$ cat config.mk
export PLATFORM = sky130hd
export DESIGN_NAME = instr_fetch
export DESIGN_NICKNAME = d
export VERILOG_FILES = /design/src/rtl/fetch_pkg.sv /design/src/rtl/fetch_fifo.sv /design/src/rtl/instr_fetch.sv
export SDC_FILE = /design/constraint.sdc
export NUM_CORES = 1
export LEC_CHECK = 0
export CAP_MARGIN = 20
export CORE_UTILIZATION = 52
export CTS_BUF_LIST = sky130_fd_sc_hd__clkbuf_2
export CTS_CLUSTER_SIZE = 40
export DETAILED_ROUTE_END_ITERATION = 7
export PLACE_DENSITY = 0.83
export SETUP_SLACK_MARGIN = 0.1
export SLEW_MARGIN = 10
export SYNTH_ARGS = -nofsm -noshare
export SYNTH_HDL_FRONTEND = slang
export SYNTH_SLANG_ARGS = --single-unit
$ cat constraint.sdc
create_clock -name clk -period 2.7 [get_ports clk]
set_input_delay 0.405 -clock clk [delete_from_list [all_inputs] [get_ports clk]]
set_output_delay 0.405 -clock clk [all_outputs]
set_load 0.05 [all_outputs]
$ cat src/rtl/fetch_pkg.sv
// Shared definitions for the instruction fetch unit: FSM states, buffer entry
// layout, default buffer depth and the word used as payload for fault entries.
package fetch_pkg;

    typedef enum logic [1:0] {
        IDLE      = 2'd0,
        WAIT_RESP = 2'd1,
        DROP      = 2'd2
    } fetch_state_e;

    localparam int          FIFO_DEPTH_DEFAULT = 2;
    localparam logic [31:0] NOP_WORD           = 32'h0000_0000;
    localparam int          ENTRY_W            = 65;

    typedef struct packed {
        logic        fault;
        logic [31:0] pc;
        logic [31:0] instr;
    } fetch_entry_t;

    function automatic fetch_entry_t make_entry(input logic        fault,
                                                input logic [31:0] pc,
                                                input logic [31:0] instr);
        fetch_entry_t e;
        e.fault = fault;
        e.pc    = pc;
        e.instr = instr;
        return e;
    endfunction

endpackage

$ cat src/rtl/fetch_fifo.sv
// Fetch buffer: power-of-two circular FIFO of {fault, pc, instr} entries with
// a synchronous clear that takes priority over push and pop.
module fetch_fifo
    import fetch_pkg::*;
#(
    parameter int DEPTH = FIFO_DEPTH_DEFAULT
) (
    input  logic                         clk,
    input  logic                         reset,
    input  logic                         push,
    input  logic [ENTRY_W-1:0]           push_data,
    input  logic                         pop,
    input  logic                         clear,
    output logic [ENTRY_W-1:0]           head,
    output logic [$clog2(DEPTH+1)-1:0]   count
);

    localparam int PTR_W = $clog2(DEPTH);
    localparam int CNT_W = $clog2(DEPTH + 1);
    localparam logic [PTR_W-1:0] PTR_ONE = PTR_W'(1);
    localparam logic [CNT_W-1:0] CNT_ONE = CNT_W'(1);

    logic [ENTRY_W-1:0] mem_q [DEPTH];
    logic [ENTRY_W-1:0] mem_d [DEPTH];
    logic [PTR_W-1:0]   wr_ptr_q, wr_ptr_d;
    logic [PTR_W-1:0]   rd_ptr_q, rd_ptr_d;
    logic [CNT_W-1:0]   count_q, count_d;

    always_comb begin
        mem_d    = mem_q;
        wr_ptr_d = wr_ptr_q;
        rd_ptr_d = rd_ptr_q;
        count_d  = count_q;
        if (clear) begin
            wr_ptr_d = '0;
            rd_ptr_d = '0;
            count_d  = '0;
        end else begin
            if (push) begin
                mem_d[wr_ptr_q] = push_data;
                wr_ptr_d        = wr_ptr_q + PTR_ONE;
            end
            if (pop) begin
                rd_ptr_d = rd_ptr_q + PTR_ONE;
            end
            if (push && !pop) begin
                count_d = count_q + CNT_ONE;
            end else if (!push && pop) begin
                count_d = count_q - CNT_ONE;
            end
        end
    end

    always_ff @(posedge clk) begin
        if (reset) begin
            for (int i = 0; i < DEPTH; i++) begin
                mem_q[i] <= '0;
            end
            wr_ptr_q <= '0;
            rd_ptr_q <= '0;
            count_q  <= '0;
        end else begin
            mem_q    <= mem_d;
            wr_ptr_q <= wr_ptr_d;
            rd_ptr_q <= rd_ptr_d;
            count_q  <= count_d;
        end
    end

    // Head is read straight from storage so decode sees only registered data.
    assign head  = mem_q[rd_ptr_q];
    assign count = count_q;

endmodule

$ cat src/rtl/instr_fetch.sv
// Instruction fetch: one outstanding memory read, misaligned PCs turned into
// fault entries, redirects drop buffered work and any response still in flight.
module instr_fetch
    import fetch_pkg::*;
#(
    parameter int FIFO_DEPTH = FIFO_DEPTH_DEFAULT
) (
    input  logic        clk,
    input  logic        reset,
    input  logic [31:0] pc,
    input  logic        pc_valid,
    output logic        pc_ready,
    output logic        imem_req,
    output logic [31:0] imem_addr,
    input  logic        imem_rvalid,
    input  logic [31:0] imem_rdata,
    input  logic        flush,
    output logic        instr_valid,
    input  logic        instr_ready,
    output logic [31:0] instr,
    output logic [31:0] instr_pc,
    output logic        instr_fault
);

    localparam int CNT_W = $clog2(FIFO_DEPTH + 1);
    localparam logic [CNT_W-1:0] DEPTH_CNT = CNT_W'(FIFO_DEPTH);

    fetch_state_e       state_q, state_d;
    logic [31:0]        pc_lat_q, pc_lat_d;
    logic               accept;
    logic               push;
    logic               pop;
    fetch_entry_t       push_entry;
    fetch_entry_t       head_entry;
    logic [CNT_W-1:0]   count;

    always_comb begin
        state_d    = state_q;
        pc_lat_d   = pc_lat_q;
        push       = 1'b0;
        push_entry = '0;
        imem_req   = 1'b0;
        imem_addr  = '0;
        // A slot is reserved before issuing, so a response can always be stored.
        pc_ready   = !reset && !flush && (state_q == IDLE) && (count < DEPTH_CNT);
        accept     = pc_valid && pc_ready;

        case (state_q)
            IDLE: begin
                if (accept) begin
                    if (pc[1:0] == 2'b00) begin
                        imem_req  = 1'b1;
                        imem_addr = pc;
                        pc_lat_d  = pc;
                        state_d   = WAIT_RESP;
                    end else begin
                        push       = 1'b1;
                        push_entry = make_entry(1'b1, pc, NOP_WORD);
                    end
                end
            end
            WAIT_RESP: begin
                if (flush) begin
                    state_d = imem_rvalid ? IDLE : DROP;
                end else if (imem_rvalid) begin
                    push       = 1'b1;
                    push_entry = make_entry(1'b0, pc_lat_q, imem_rdata);
                    state_d    = IDLE;
                end
            end
            DROP: begin
                if (imem_rvalid) begin
                    state_d = IDLE;
                end
            end
            default: begin
                state_d = IDLE;
            end
        endcase
    end

    always_ff @(posedge clk) begin
        if (reset) begin
            state_q  <= IDLE;
            pc_lat_q <= '0;
        end else begin
            state_q  <= state_d;
            pc_lat_q <= pc_lat_d;
        end
    end

    assign instr_valid = (count != '0);
    assign pop         = instr_valid && instr_ready;

    fetch_fifo #(
        .DEPTH (FIFO_DEPTH)
    ) u_fifo (
        .clk       (clk),
        .reset     (reset),
        .push      (push),
        .push_data (push_entry),
        .pop       (pop),
        .clear     (flush),
        .head      (head_entry),
        .count     (count)
    );

    assign instr       = head_entry.instr;
    assign instr_pc    = head_entry.pc;
    assign instr_fault = head_entry.fault;

endmodule

Word-level counts from Yosys, hierarchy flattened
Cells that the tools add are included.

$add $sub $neg: 4. Magnitude comparators: 4. Equality and inequality tests: 4. Multiplexer cells: 30. Bitwise operators: 3. Reductions and logical operators: 20.

Operator list (number): 65-bit 2-to-1 mux (6); 130-bit bitwise mux (1); 65-bit one-hot mux with 2 select lines (1); 64-bit 2-to-1 mux (2); 32-bit 2-to-1 mux (3); 65-bit demux with 1-bit select (1); 2-bit 2-to-1 mux (7); 1-bit logical AND (8); 1-bit 2-to-1 mux (7); 2-bit one-hot mux with 3 select lines (1); 2-bit greater-or-equal comparator (second input constant) (2); 1-bit zero test (4); 2-bit zero test (2); 1-bit NOT with 2-bit output (2); 2-bit AND reduction (2); 2-bit nonzero test (2); 3-bit AND reduction (1); 1-bit adder (second input constant) (2); 2-bit by 1-bit adder with 2-bit output (second input constant) (1); 2-bit by 1-bit == test with 1-bit output (second input constant) (1); 2-bit == test (second input constant) (1); 2-bit by 1-bit less-than comparator with 1-bit output (second input constant) (1); 2-bit less-than comparator (second input constant) (1); 2-bit by 1-bit != test with 1-bit output (second input constant) (1); other kinds (5) (5).

Register bits: 168. Bits of input ports: 70. Output and inout bits: 100.

Logic depth before layout (Yosys ltp)
Word-level depth: 11. Mapped depth: 9.

By module
From an unflattened synthesis, not the netlist that was laid out.

Cell total of the unflattened synthesis: 892. Area total of the unflattened synthesis: 7502.2 sq um.

Modules (own cells, without submodules): fetch_fifo (instances 1, cells an instance 655, area an instance 5445.2 sq um, sequential area each 2682.6 sq um); instr_fetch (instances 1, cells an instance 237, area an instance 2057.0 sq um, sequential area each 680.7 sq um).

Least setup slack after synthesis
Ideal clock, no wire load.

Path kind: in2out. From: input pc[0]. To: output imem_addr[22]. Arrival time: 2135 ps. Data required time: 2295 ps. Slack: 160 ps. Stages: 6. Cells stage by stage: nor2_1 and4_1 clkbuf_1 buf_1 nand2_1 inv_1.

Cells in the longest elaborated chain, start to end: 4.

RTL lines: from (decl) (RTL line instr_fetch.sv:10) `input logic [31:0] pc,`; 2-bit zero test (RTL line instr_fetch.sv:51) `if (pc[1:0] == 2'b00) begin`; 32-bit 2-to-1 mux (RTL line instr_fetch.sv:51); 32-bit 2-to-1 mux (RTL line instr_fetch.sv:50) `if (accept) begin`; 32-bit 2-to-1 mux (RTL line instr_fetch.sv:48) `case (state_q)`; to (decl) (RTL line instr_fetch.sv:14) `output logic [31:0] imem_addr,`.

Every way passes these cells.

Worst setup path after layout
From: register state_q[0]. To: output imem_addr[11].

Cells in the longest elaborated chain, start to end: 6.

RTL lines: from (decl) (RTL line instr_fetch.sv:28) `fetch_state_e state_q, state_d;`; from (signal assigned) (RTL line instr_fetch.sv:87) `state_q <= state_d;`; 2-bit zero test * (RTL line instr_fetch.sv:45, instr_fetch.sv:48); 1-bit logical AND (2 in a row) (RTL line instr_fetch.sv:45) `pc_ready = !reset && !flush && (state_q == IDLE) && (count < DEPTH_CNT);`; 1-bit logical AND (RTL line instr_fetch.sv:46) `accept = pc_valid && pc_ready;`; 32-bit 2-to-1 mux (RTL line instr_fetch.sv:50); 32-bit 2-to-1 mux * (RTL line instr_fetch.sv:48).

Every way passes the cells marked *; elsewhere a longest branch is shown, timed or not.

==> impl_metrics.ini <==
[final_layout]
multi_input_area_um2 = 3476
fillers = 985
layout_commonest_cell = dfxtp_1
insertedDiodeCount = 0
fin_area_um2 = 9781
final_util = 0.7299
layout_common_cells = dfxtp_1 (163), a21oi_1 (157), nand2_1 (83)
regArea_um2 = 3379
nNetsFinal = 1047
drive_gt1_frac = 0.2877
area_growth_pct = 34.78

[cts]
clk_pin_slew_ns = 0.22
clk_path_buf_depth = 2
cts.htree.levels = 4
clk_latency_ns = 0.73
clockRootBuffer = clkbuf_2
cts_tree = built
cts_buffers = 17
cts_sinks = 168

[sta]
worst_slack_ns = 0.1123
final-setup-viol-count = 0
period_share = 0.9584
slew_headroom = 0.3107
finClkSkew_ns = 0.02692
finalCriticalPeriod_ns = 2.588
timing.fmax_mhz = 386.4
final_hold_viol_count = 0
final_max_slew_viol_count = 0
max_slew.worst_pin.slew_ns = 1.034
rsz0062_at_grt = yes

[pwr]
p_sw_mw = 1.175
p_comb_frac = 0.121
p_per_area_nw_per_um2 = 470.2
clkPwrFrac = 0.327
p_sw_frac = 0.2555
seq_power_share = 0.552
internal-power_mw = 3.424
p_leak_nw = 3.591
vdd_drop_max_mv = 0.3268

[worst_setup_path]
criticalPathCategory = flop to output pin
crit_path_start_kind = flop
cp.arrival_ns = 2.18
required_ns = 2.30
endpoint_kind = output pin
path_max_fanout = 8

[floorplan]
fp-row-count = 42
initial_core_util = 0.5415
core_um2 = 13400
die_x_um = 120.1
dieArea_um2 = 14430
die_y_um = 120.1
io_pins = 170

[global_route]
grt_max_degree = 102
grt_pass1_vias = 6502
overflow = 0
grt_util_all_layers = 0.2775
antenna_found_initial = 0
grt_pass1_wl_mm = 31.84

[drt]
drtAntennaViolNets = 0
drcViolationCount = 0
num_vias = 6722
wl_per_cell_um = 17.39
finalWirelength_mm = 20.23
drt-initial-drc-count = 607
drtPass1Iterations = 5
drt-vias-per-instance = 5.780

[synthesis]
synth_cell_types = 38
avgSynthCellArea_um2 = 8.670
ys.flop_type = dfxtp_1
ys_warn_count = 0
synth.ff_latch_count = 168
synth-edff-count = 0
syn_area_um2 = 7257
syn_inst = 837
yosysSeqAreaShare = 0.4634
synth_async_sr_flop_share = 0

[hold_path]
hold_class = primary input to flop

[run]
maxCapViolations = 0

[placed_design]
pre_cts_ws_ns = 0.07295
dp_hpwl_mm = 12.40
port_buffers = 167
gp_congestion = 0.7494
place_area_um2 = 9388

[run_status]
status = finished, final reports clean
-- worst paths after layout --
path / from / endpoint / slack, ns / cells past startpoint
worst min-delay path: imem_rdata[18] / u_fifo.mem_q[83] / 0.23 / 3
worst max register to register: state_q[0] / u_fifo.mem_q[117] / 0.29 / 7
worst min register to register: pc_lat_q[16] / pc_lat_q[16] / 0.47 / 2
worst max-delay path: state_q[0] / imem_addr[11] / 0.11 / 6
-- power by group through the flow --
| stage | clock network, mW | registers [mW] | logic (mW) |
|---|---|---|---|
| 6_report | 1.50 | 2.54 | 0.557 |
| 4_1_cts | 1.52 | 2.54 | 0.549 |
| 2_1_floorplan | 0 | 2.58 | 0.311 |
| 3_5_place_dp | 0 | 2.59 | 0.546 |
| 5_1_grt | 1.64 | 2.54 | 0.589 |
| 3_3_place_gp | 0 | 2.59 | 0.544 |
-- cell type report --
cell class | instances | share of cell area
well taps | 176 | 0.02252
inverters | 32 | 0.01305
multi-input cells | 554 | 0.3554
repair buffers | 203 | 0.2356
flip-flops and latches | 168 | 0.3455
clock inverters | 12 | 0.01868
clock buffers | 18 | 0.009211
-- synth_stat cells (2+ instances only) --
library cell | count | area share
buf_1 | 4 | 0.0021
a22oi_1 | 30 | 0.031
nor2_1 | 8 | 0.0041
nor2b_1 | 3 | 0.0026
buf_4 | 2 | 0.0021
clkbuf_1 | 62 | 0.032
o21ai_0 | 59 | 0.041
a21oi_1 | 157 | 0.11
o21ai_1 | 8 | 0.0055
a32oi_1 | 2 | 0.0024
nand2_1 | 95 | 0.049
nand2b_1 | 4 | 0.0034
nand3_1 | 32 | 0.022
dfxtp_1 | 168 | 0.46
inv_1 | 30 | 0.016
buf_2 | 9 | 0.0062
nor2_2 | 2 | 0.0017
a211oi_1 | 60 | 0.062
mux2i_1 | 5 | 0.0069
nor3_1 | 4 | 0.0028
or2_2 | 2 | 0.0017
xor2_1 | 3 | 0.0036
and2_1 | 3 | 0.0026
mux2_2 | 65 | 0.10
buf_6 | 7 | 0.011
-- kinds of logic (layout without fill, tap and decap cells) --
group | after synthesis | count (layout) | synth area share
xor gates and xnor gates | 3 | 3 | 0.003621
adders and majority gates | 1 | 1 | 0.001724
and+or+nand+nor | 161 | 161 | 0.1003
other | 1 | 2 | 0.0005167
muxes | 70 | 70 | 0.1078
DFF | 168 | 168 | 0.4634
AOI/OAI and AO/OA | 317 | 317 | 0.2524
buffers and inverters | 116 | 265 | 0.07017
-- stage by stage --
step                total power, mW  TNS [ns]  instances  hold slack, ns
global route                  4.766  -0.02346       1163          0.1726
detailed placement            3.134         0       1124          0.4469
floorplan                     2.890         0        838          0.4368
finish                        4.599         0       1163          0.2319
CTS                           4.605         0       1159          0.1696
global placement              3.129         0       1124          0.4420
-- state kept, by name, indices dropped and copies added (netlist names) --
register / flops
pc_lat_q: 32
u_fifo.rd_ptr_q: 1
u_fifo.count: 2
state_q: 2
u_fifo.wr_ptr_q: 1
u_fifo.mem_q: 130
-- routing by layer --
layer / track usage / vias to the layer above / wire length (um)
met2: 0.4508 / 265 / 9812
met5: 0 / - / 0
li1: - / 3249 / -
met1: 0.3524 / 3180 / 8575
met3: 0.07082 / 28 / 1487
met4: 0.1055 / 0 / 353
-- what timing repair did --
| item | 4_1_cts | 5_1_grt |
|---|---|---|
| resized for setup | 197 | 96 |
| cloned | 1 | 1 |
| setup buffers | 3 | 3 |
| pin swaps | 1 | 3 |
| endpoints found under the setup margin | 94 | 53 |
| hold endpoints to repair | 3 | 0 |
| hold buffers | 1 | 0 |
-- critical path, cell delays in order, from the launching register on --
cell and delay, ns:
dfxtp_4 0.41, nor3_4 0.23, and4_4 0.34, clkbuf_16 0.20, nand2_1 0.09, inv_2 0.08, buf_12 0.13
Note: power is estimated with default switching activity, not from simulation.
